**config.mk**
```make
export PLATFORM = sky130hd
export DESIGN_NAME = unidade_controle_mostra_sequencia
export DESIGN_NICKNAME = d
export VERILOG_FILES = /design/src/rtl/unidade_controle_mostra_sequencia.sv
export SDC_FILE = /design/constraint.sdc
export NUM_CORES = 1
export LEC_CHECK = 0
export ABC_AREA = 1
export BUFFER_PORTS_ARGS = -buffer_cell sky130_fd_sc_hd__buf_2
export CAP_MARGIN = 10
export CORE_ASPECT_RATIO = 1.1
export CORE_MARGIN = 5
export CORE_UTILIZATION = 52
export DETAILED_ROUTE_END_ITERATION = 10
export GPL_ROUTABILITY_DRIVEN = 0
export PLACE_DENSITY = 0.75
export SLEW_MARGIN = 20
export SYNTH_ARGS = -nofsm -noshare
export SYNTH_HDL_FRONTEND = slang
export SYNTH_SLANG_ARGS = --single-unit
```
**constraint.sdc**
```tcl
create_clock -name clock -period 2.44 [get_ports clock]
set_input_delay 0.244 -clock clock [delete_from_list [all_inputs] [get_ports clock]]
set_output_delay 0.244 -clock clock [all_outputs]
set_load 0.01 [all_outputs]
```
**src/rtl/unidade_controle_mostra_sequencia.sv**
```systemverilog
// Memory-game control FSM: shows the sequence on the LEDs, then collects and checks each player move.
// Defining UNIDADE_CONTROLE_TIMEOUT_EN enables the per-move timeout path out of espera_jogada.
module unidade_controle_mostra_sequencia #(
  parameter int TEMPO_MOSTRA  = 1000,
  parameter int TEMPO_APAGADO = 250,
  parameter int TEMPO_TIMEOUT = 5000
) (
  input  logic       clock,
  input  logic       reset,
  input  logic       iniciar,
  input  logic       jogada,
  input  logic       igual,
  input  logic       fimE,
  input  logic       fimL,
  output logic       zeraE,
  output logic       contaE,
  output logic       zeraL,
  output logic       contaL,
  output logic       zeraR,
  output logic       registraR,
  output logic       mostra_leds,
  output logic       pronto,
  output logic       acertou,
  output logic       errou,
  output logic       timeout,
  output logic [3:0] db_estado
);

  localparam int TMAX_MA = (TEMPO_MOSTRA > TEMPO_APAGADO) ? TEMPO_MOSTRA : TEMPO_APAGADO;
  localparam int TMAX    = (TMAX_MA > TEMPO_TIMEOUT) ? TMAX_MA : TEMPO_TIMEOUT;
  localparam int TW      = $clog2(TMAX) + 1;

  localparam logic [TW-1:0] LIM_MOSTRA  = TW'(TEMPO_MOSTRA - 1);
  localparam logic [TW-1:0] LIM_APAGADO = TW'(TEMPO_APAGADO - 1);
`ifdef UNIDADE_CONTROLE_TIMEOUT_EN
  localparam logic [TW-1:0] LIM_TIMEOUT = TW'(TEMPO_TIMEOUT - 1);
`endif

  typedef enum logic [3:0] {
    INICIAL           = 4'h0,
    PREPARACAO        = 4'h1,
    INICIA_SEQUENCIA  = 4'h2,
    MOSTRA            = 4'h3,
    APAGA             = 4'h4,
    PROXIMO_MOSTRA    = 4'h5,
    ZERA_ENDERECOS    = 4'h6,
    ESPERA_JOGADA     = 4'h7,
    REGISTRA          = 4'h8,
    COMPARACAO        = 4'h9,
    PROXIMA_JOGADA    = 4'hA,
    PROXIMA_SEQUENCIA = 4'hB,
    FIM_ACERTOU       = 4'hC,
    FIM_ERROU         = 4'hD,
    FIM_TIMEOUT       = 4'hE
  } estado_t;

  typedef struct packed {
    logic zera_e;
    logic conta_e;
    logic zera_l;
    logic conta_l;
    logic zera_r;
    logic registra_r;
    logic mostra_leds;
    logic pronto;
    logic acertou;
    logic errou;
    logic timeout;
  } saidas_t;

  estado_t          estado_q, estado_d;
  logic [TW-1:0]    timer_q;
  saidas_t          saidas_q;
  logic             conta_tempo;

  // Outputs are registered from the next state, so they always match estado_q (pure Moore).
  function automatic saidas_t decodifica(input estado_t e);
    saidas_t s;
    s = '0;
    case (e)
      PREPARACAO:        begin s.zera_e = 1'b1; s.zera_l = 1'b1; s.zera_r = 1'b1; end
      INICIA_SEQUENCIA:  s.zera_e = 1'b1;
      MOSTRA:            s.mostra_leds = 1'b1;
      PROXIMO_MOSTRA:    s.conta_e = 1'b1;
      ZERA_ENDERECOS:    begin s.zera_e = 1'b1; s.zera_r = 1'b1; end
      REGISTRA:          s.registra_r = 1'b1;
      PROXIMA_JOGADA:    s.conta_e = 1'b1;
      PROXIMA_SEQUENCIA: s.conta_l = 1'b1;
      FIM_ACERTOU:       begin s.pronto = 1'b1; s.acertou = 1'b1; end
      FIM_ERROU:         begin s.pronto = 1'b1; s.errou = 1'b1; end
`ifdef UNIDADE_CONTROLE_TIMEOUT_EN
      FIM_TIMEOUT:       begin s.pronto = 1'b1; s.timeout = 1'b1; end
`else
      FIM_TIMEOUT:       s.pronto = 1'b1;
`endif
      default:           s = '0;
    endcase
    return s;
  endfunction

  assign conta_tempo = (estado_q == MOSTRA) || (estado_q == APAGA) || (estado_q == ESPERA_JOGADA);

  always_comb begin
    estado_d = INICIAL;
    case (estado_q)
      INICIAL:           estado_d = iniciar ? PREPARACAO : INICIAL;
      PREPARACAO:        estado_d = INICIA_SEQUENCIA;
      INICIA_SEQUENCIA:  estado_d = MOSTRA;
      MOSTRA:            estado_d = (timer_q == LIM_MOSTRA) ? APAGA : MOSTRA;
      APAGA: begin
        if (timer_q == LIM_APAGADO) estado_d = fimE ? ZERA_ENDERECOS : PROXIMO_MOSTRA;
        else                        estado_d = APAGA;
      end
      PROXIMO_MOSTRA:    estado_d = MOSTRA;
      ZERA_ENDERECOS:    estado_d = ESPERA_JOGADA;
      ESPERA_JOGADA: begin
        if (jogada) estado_d = REGISTRA;
`ifdef UNIDADE_CONTROLE_TIMEOUT_EN
        else if (timer_q == LIM_TIMEOUT) estado_d = FIM_TIMEOUT;
`endif
        else estado_d = ESPERA_JOGADA;
      end
      REGISTRA:          estado_d = COMPARACAO;
      COMPARACAO: begin
        if (!igual)            estado_d = FIM_ERROU;
        else if (fimE && fimL) estado_d = FIM_ACERTOU;
        else if (fimE)         estado_d = PROXIMA_SEQUENCIA;
        else                   estado_d = PROXIMA_JOGADA;
      end
      PROXIMA_JOGADA:    estado_d = ESPERA_JOGADA;
      PROXIMA_SEQUENCIA: estado_d = INICIA_SEQUENCIA;
      FIM_ACERTOU, FIM_ERROU, FIM_TIMEOUT: estado_d = iniciar ? PREPARACAO : estado_q;
      default:           estado_d = INICIAL;
    endcase
  end

  // The timer restarts on every state change, giving each phase and each move a full window.
  always_ff @(posedge clock or posedge reset) begin
    if (reset) begin
      estado_q <= INICIAL;
      timer_q  <= '0;
      saidas_q <= '0;
    end else begin
      estado_q <= estado_d;
      saidas_q <= decodifica(estado_d);
      if (estado_d != estado_q) timer_q <= '0;
      else if (conta_tempo)     timer_q <= timer_q + 1'b1;
    end
  end

  assign zeraE       = saidas_q.zera_e;
  assign contaE      = saidas_q.conta_e;
  assign zeraL       = saidas_q.zera_l;
  assign contaL      = saidas_q.conta_l;
  assign zeraR       = saidas_q.zera_r;
  assign registraR   = saidas_q.registra_r;
  assign mostra_leds = saidas_q.mostra_leds;
  assign pronto      = saidas_q.pronto;
  assign acertou     = saidas_q.acertou;
  assign errou       = saidas_q.errou;
  assign timeout     = saidas_q.timeout;
  assign db_estado   = estado_q;

endmodule

```
==> run_results.csv <==
group,metric,value,unit
cts,cts_tree,"built",
floorplanning,die_area,4440,um2
cts,clock_sinks,28,
finish,areaGrowthSynthToFinish,11.0,%
critical_path,max_stage_delay,0.49,ns
critical_path,crit_arrival,1.97,ns
critical_path,critPathLaunchType,"flop",
placed_design,pre_cts_ws,0.696,ns
pwr,p_sw,0.000648,W
critical_path,r2r-start,"db_estado[0]",
floorplanning,die_h,69.4,um
detailed_routing,routed_wl,3140,um
critical_path,cp_max_fo,14,
timing,layout_setup_ws,0.699,ns
floorplanning,ioPinCount,22,
outcome,status,"completed",
global_route,met3_usage,3.40,%
yosys,postSynthAreaPerCell,7.68,um2
cts,cts_max_path_buffers,2,
cts,htreeDepth,1,
global_route,grt-busiest-layer,"met2",
finish,fillCellCount,276,
pwr,p_comb_share,42.4,%
timing,hold_violations,0,
global_route,grt_max_degree,29,
cts,cts_buffers,3,
finish,regArea,701,um2
global_route,grtUsageMet2,28.2,%
pwr,p_clk_share,20.0,%
critical_path,path_cells,"nor2_1, nand2_2, nor2_1, nand3_1, nand2_1, inv_1, nand2_4, nand2_2, nand3_4, nor2_1",
cts,path_clk_slew,0.16,ns
cts,post_cts_resized,0,
min_path,hold_start,"jogada",
detailed_routing,vias,1357,
critical_path,crit_path_end_kind,"flop",
yosys,seq_area_frac_synth,42.0,%
yosys,yosys_warnings,0,
min_path,hold_path_end,"registraR",
min_path,min_path_cells,3,
timing,fin_setup_tns,0,ns
min_path,hp-class,"in -> reg",
finish,multiInputGateArea,820,um2
critical_path,crit_type,"reg -> reg",
critical_path,reg2reg_to,"timer_q[12]",
critical_path,path_buf_inv,1,
detailed_routing,ant_nets,0,
detailed_routing,first_iter_violations,96,
detailed_routing,routed_via_density,4.95,
timing,fin_skew,0.00986,ns
global_route,grt-ovfl-total,0,
yosys,synth_cell_types,25,
finish,regMostFlops,"timer_q",
detailed_routing,firstDrtPassIters,4,
floorplanning,rows,21,
run,cap_violations,0,
finish,diodes,0,
yosys,ys_seq_elements,28,
yosys,synth_nets,226,
cts,ctsRootBufferMaster,"clkbuf_4",
cts,clk_latency,0.33,ns
global_route,grt_pass1_vias,1330,
finish,largest_reg_flops,14,
global_route,met1_usage,16.9,%
yosys,syn_inst,217,
finish,final_common_cell,"nand2_1",
floorplanning,die_w,64.0,um
pwr,p_seq_share,37.6,%
placed_design,dpl.hpwl,2430,um
finish,fin_cells,274,
floorplanning,start_util,54.2,%
pwr,switching_share,42.1,%
timing,fmax,574,MHz
floorplanning,core,3070,um2
timing,rsz0062_at_grt,"false",
pwr,internal_power,0.000893,W
finish,layout_common_cells,"nand2_1, nor2_1, dfrtp_1",
pwr,power_density,833,nW/um2
global_route,antenna_found_initial,0,
finish,drive_gt1_share,24.2,%
critical_path,path_common_cell,"nor2_1",
timing,fin_crit,1.74,ns
finish,layout.nets,250,
pwr,power_leakage,0.984,nW
pwr,ir_drop,0.595,mV
timing,final.period_utilization,71.3,%
global_route,grt_use_total,15.4,%
placed_design,port_buffers,20,
detailed_routing,drc,0,
critical_path,reg2regPathDepth,10,
timing,setup_violations,0,
global_route,grt_pass1_wl,5590,um
critical_path,cp_top_family,"simple AND/OR/NAND/NOR gates",
timing,finalMaxSlewViolations,0,
critical_path,crit_slowest_cell,"dfrtp_1",
yosys,netlist_area,1670,um2
critical_path,cp_data_required_time,2.67,ns
placed_design,dp.cells,269,
detailed_routing,wl_per_cell,11.5,um
critical_path,rrSetupSlack,0.70,ns
-- worst min-delay path: stages --
cell,delay (ns)
buf_2,0.09
nand2_1,0.10
inv_1,0.07
-- per-stage QoR --
stage / power [W] / util (%) / instance area [um2] / hold slack (ns)
after CTS: 0.00156 / 60.2 / 1850 / 0.175
after global routing: 0.00167 / 60.2 / 1850 / 0.197
after detailed placement: 0.00125 / 58.1 / 1790 / 0.331
final: 0.00154 / 60.2 / 1850 / 0.184
after global placement: 0.00125 / 58.1 / 1790 / 0.327
after floorplan: 0.00112 / - / 1670 / 0.309
-- cell type report --
type	count	area share, %
Multi-Input combinational cell	155	44.3
Sequential cell	28	37.9
Timing Repair Buffer	22	6.36
Inverter	31	6.29
Tap cell	34	2.30
Clock inverter	1	1.62
Clock buffer	3	1.22
-- metal layers --
layer	share of wire (%)	routed length (um)
met3	6.1	191
met5	0	0
met4	1.5	48
met2	51	1600
met1	41	1300
-- cell usage after synthesis, drive strengths merged --
cell type / count / area (um2)
nor3b: 1 / 7.51
and2: 1 / 6.26
conb: 1 / 3.75
nand4: 3 / 18.8
xor2: 10 / 87.6
nand3: 18 / 120
buf: 3 / 30.0
nand2: 54 / 225
inv: 31 / 116
nor2: 52 / 233
o21ai: 5 / 32.5
xnor2: 2 / 17.5
dfrtp: 28 / 701
ha: 2 / 25.0
nor3: 4 / 20.0
a21oi: 1 / 16.3
nor4: 1 / 6.26
-- power by group through the flow --
stage	combinational, W	clock (W)	sequential (W)
finish	0.000653	0.000308	0.000580
global route	0.000750	0.000333	0.000589
CTS	0.000666	0.000314	0.000580
detailed placement	0.000663	0	0.000589
global placement	0.000658	0	0.000588
floorplan	0.000511	0	0.000605
-- kinds of logic (layout without fill, tap and decap cells) --
logic type,Yosys count,in the layout,share of synthesized area [%]
other,1,1,0.225
AND/OR/NAND/NOR,134,134,38.2
flip-flops,28,28,42.0
AO/OA/AOI/OAI,6,6,2.93
adder cells (fa/ha/maj),2,2,1.50
XOR/XNOR,12,12,6.31
buffers and inverters,34,57,8.78
-- worst max path at each step --
stage / start / to / cells past startpoint
after CTS: db_estado[0] / timer_q[12] / 10
after global placement: db_estado[0] / timer_q[12] / 10
final: db_estado[0] / timer_q[12] / 10
after detailed placement: db_estado[0] / timer_q[0] / 10
after global routing: db_estado[3] / timer_q[12] / 10
after floorplan: db_estado[3] / timer_q[3] / 12
-- timing repair --
| action | CTS | global route |
|---|---|---|
| buffers inserted | 0 | 0 |
| hold buffers | 1 | 0 |
| endpoints found under the hold margin | 28 | 0 |
Note: power is estimated with default switching activity, not from simulation.
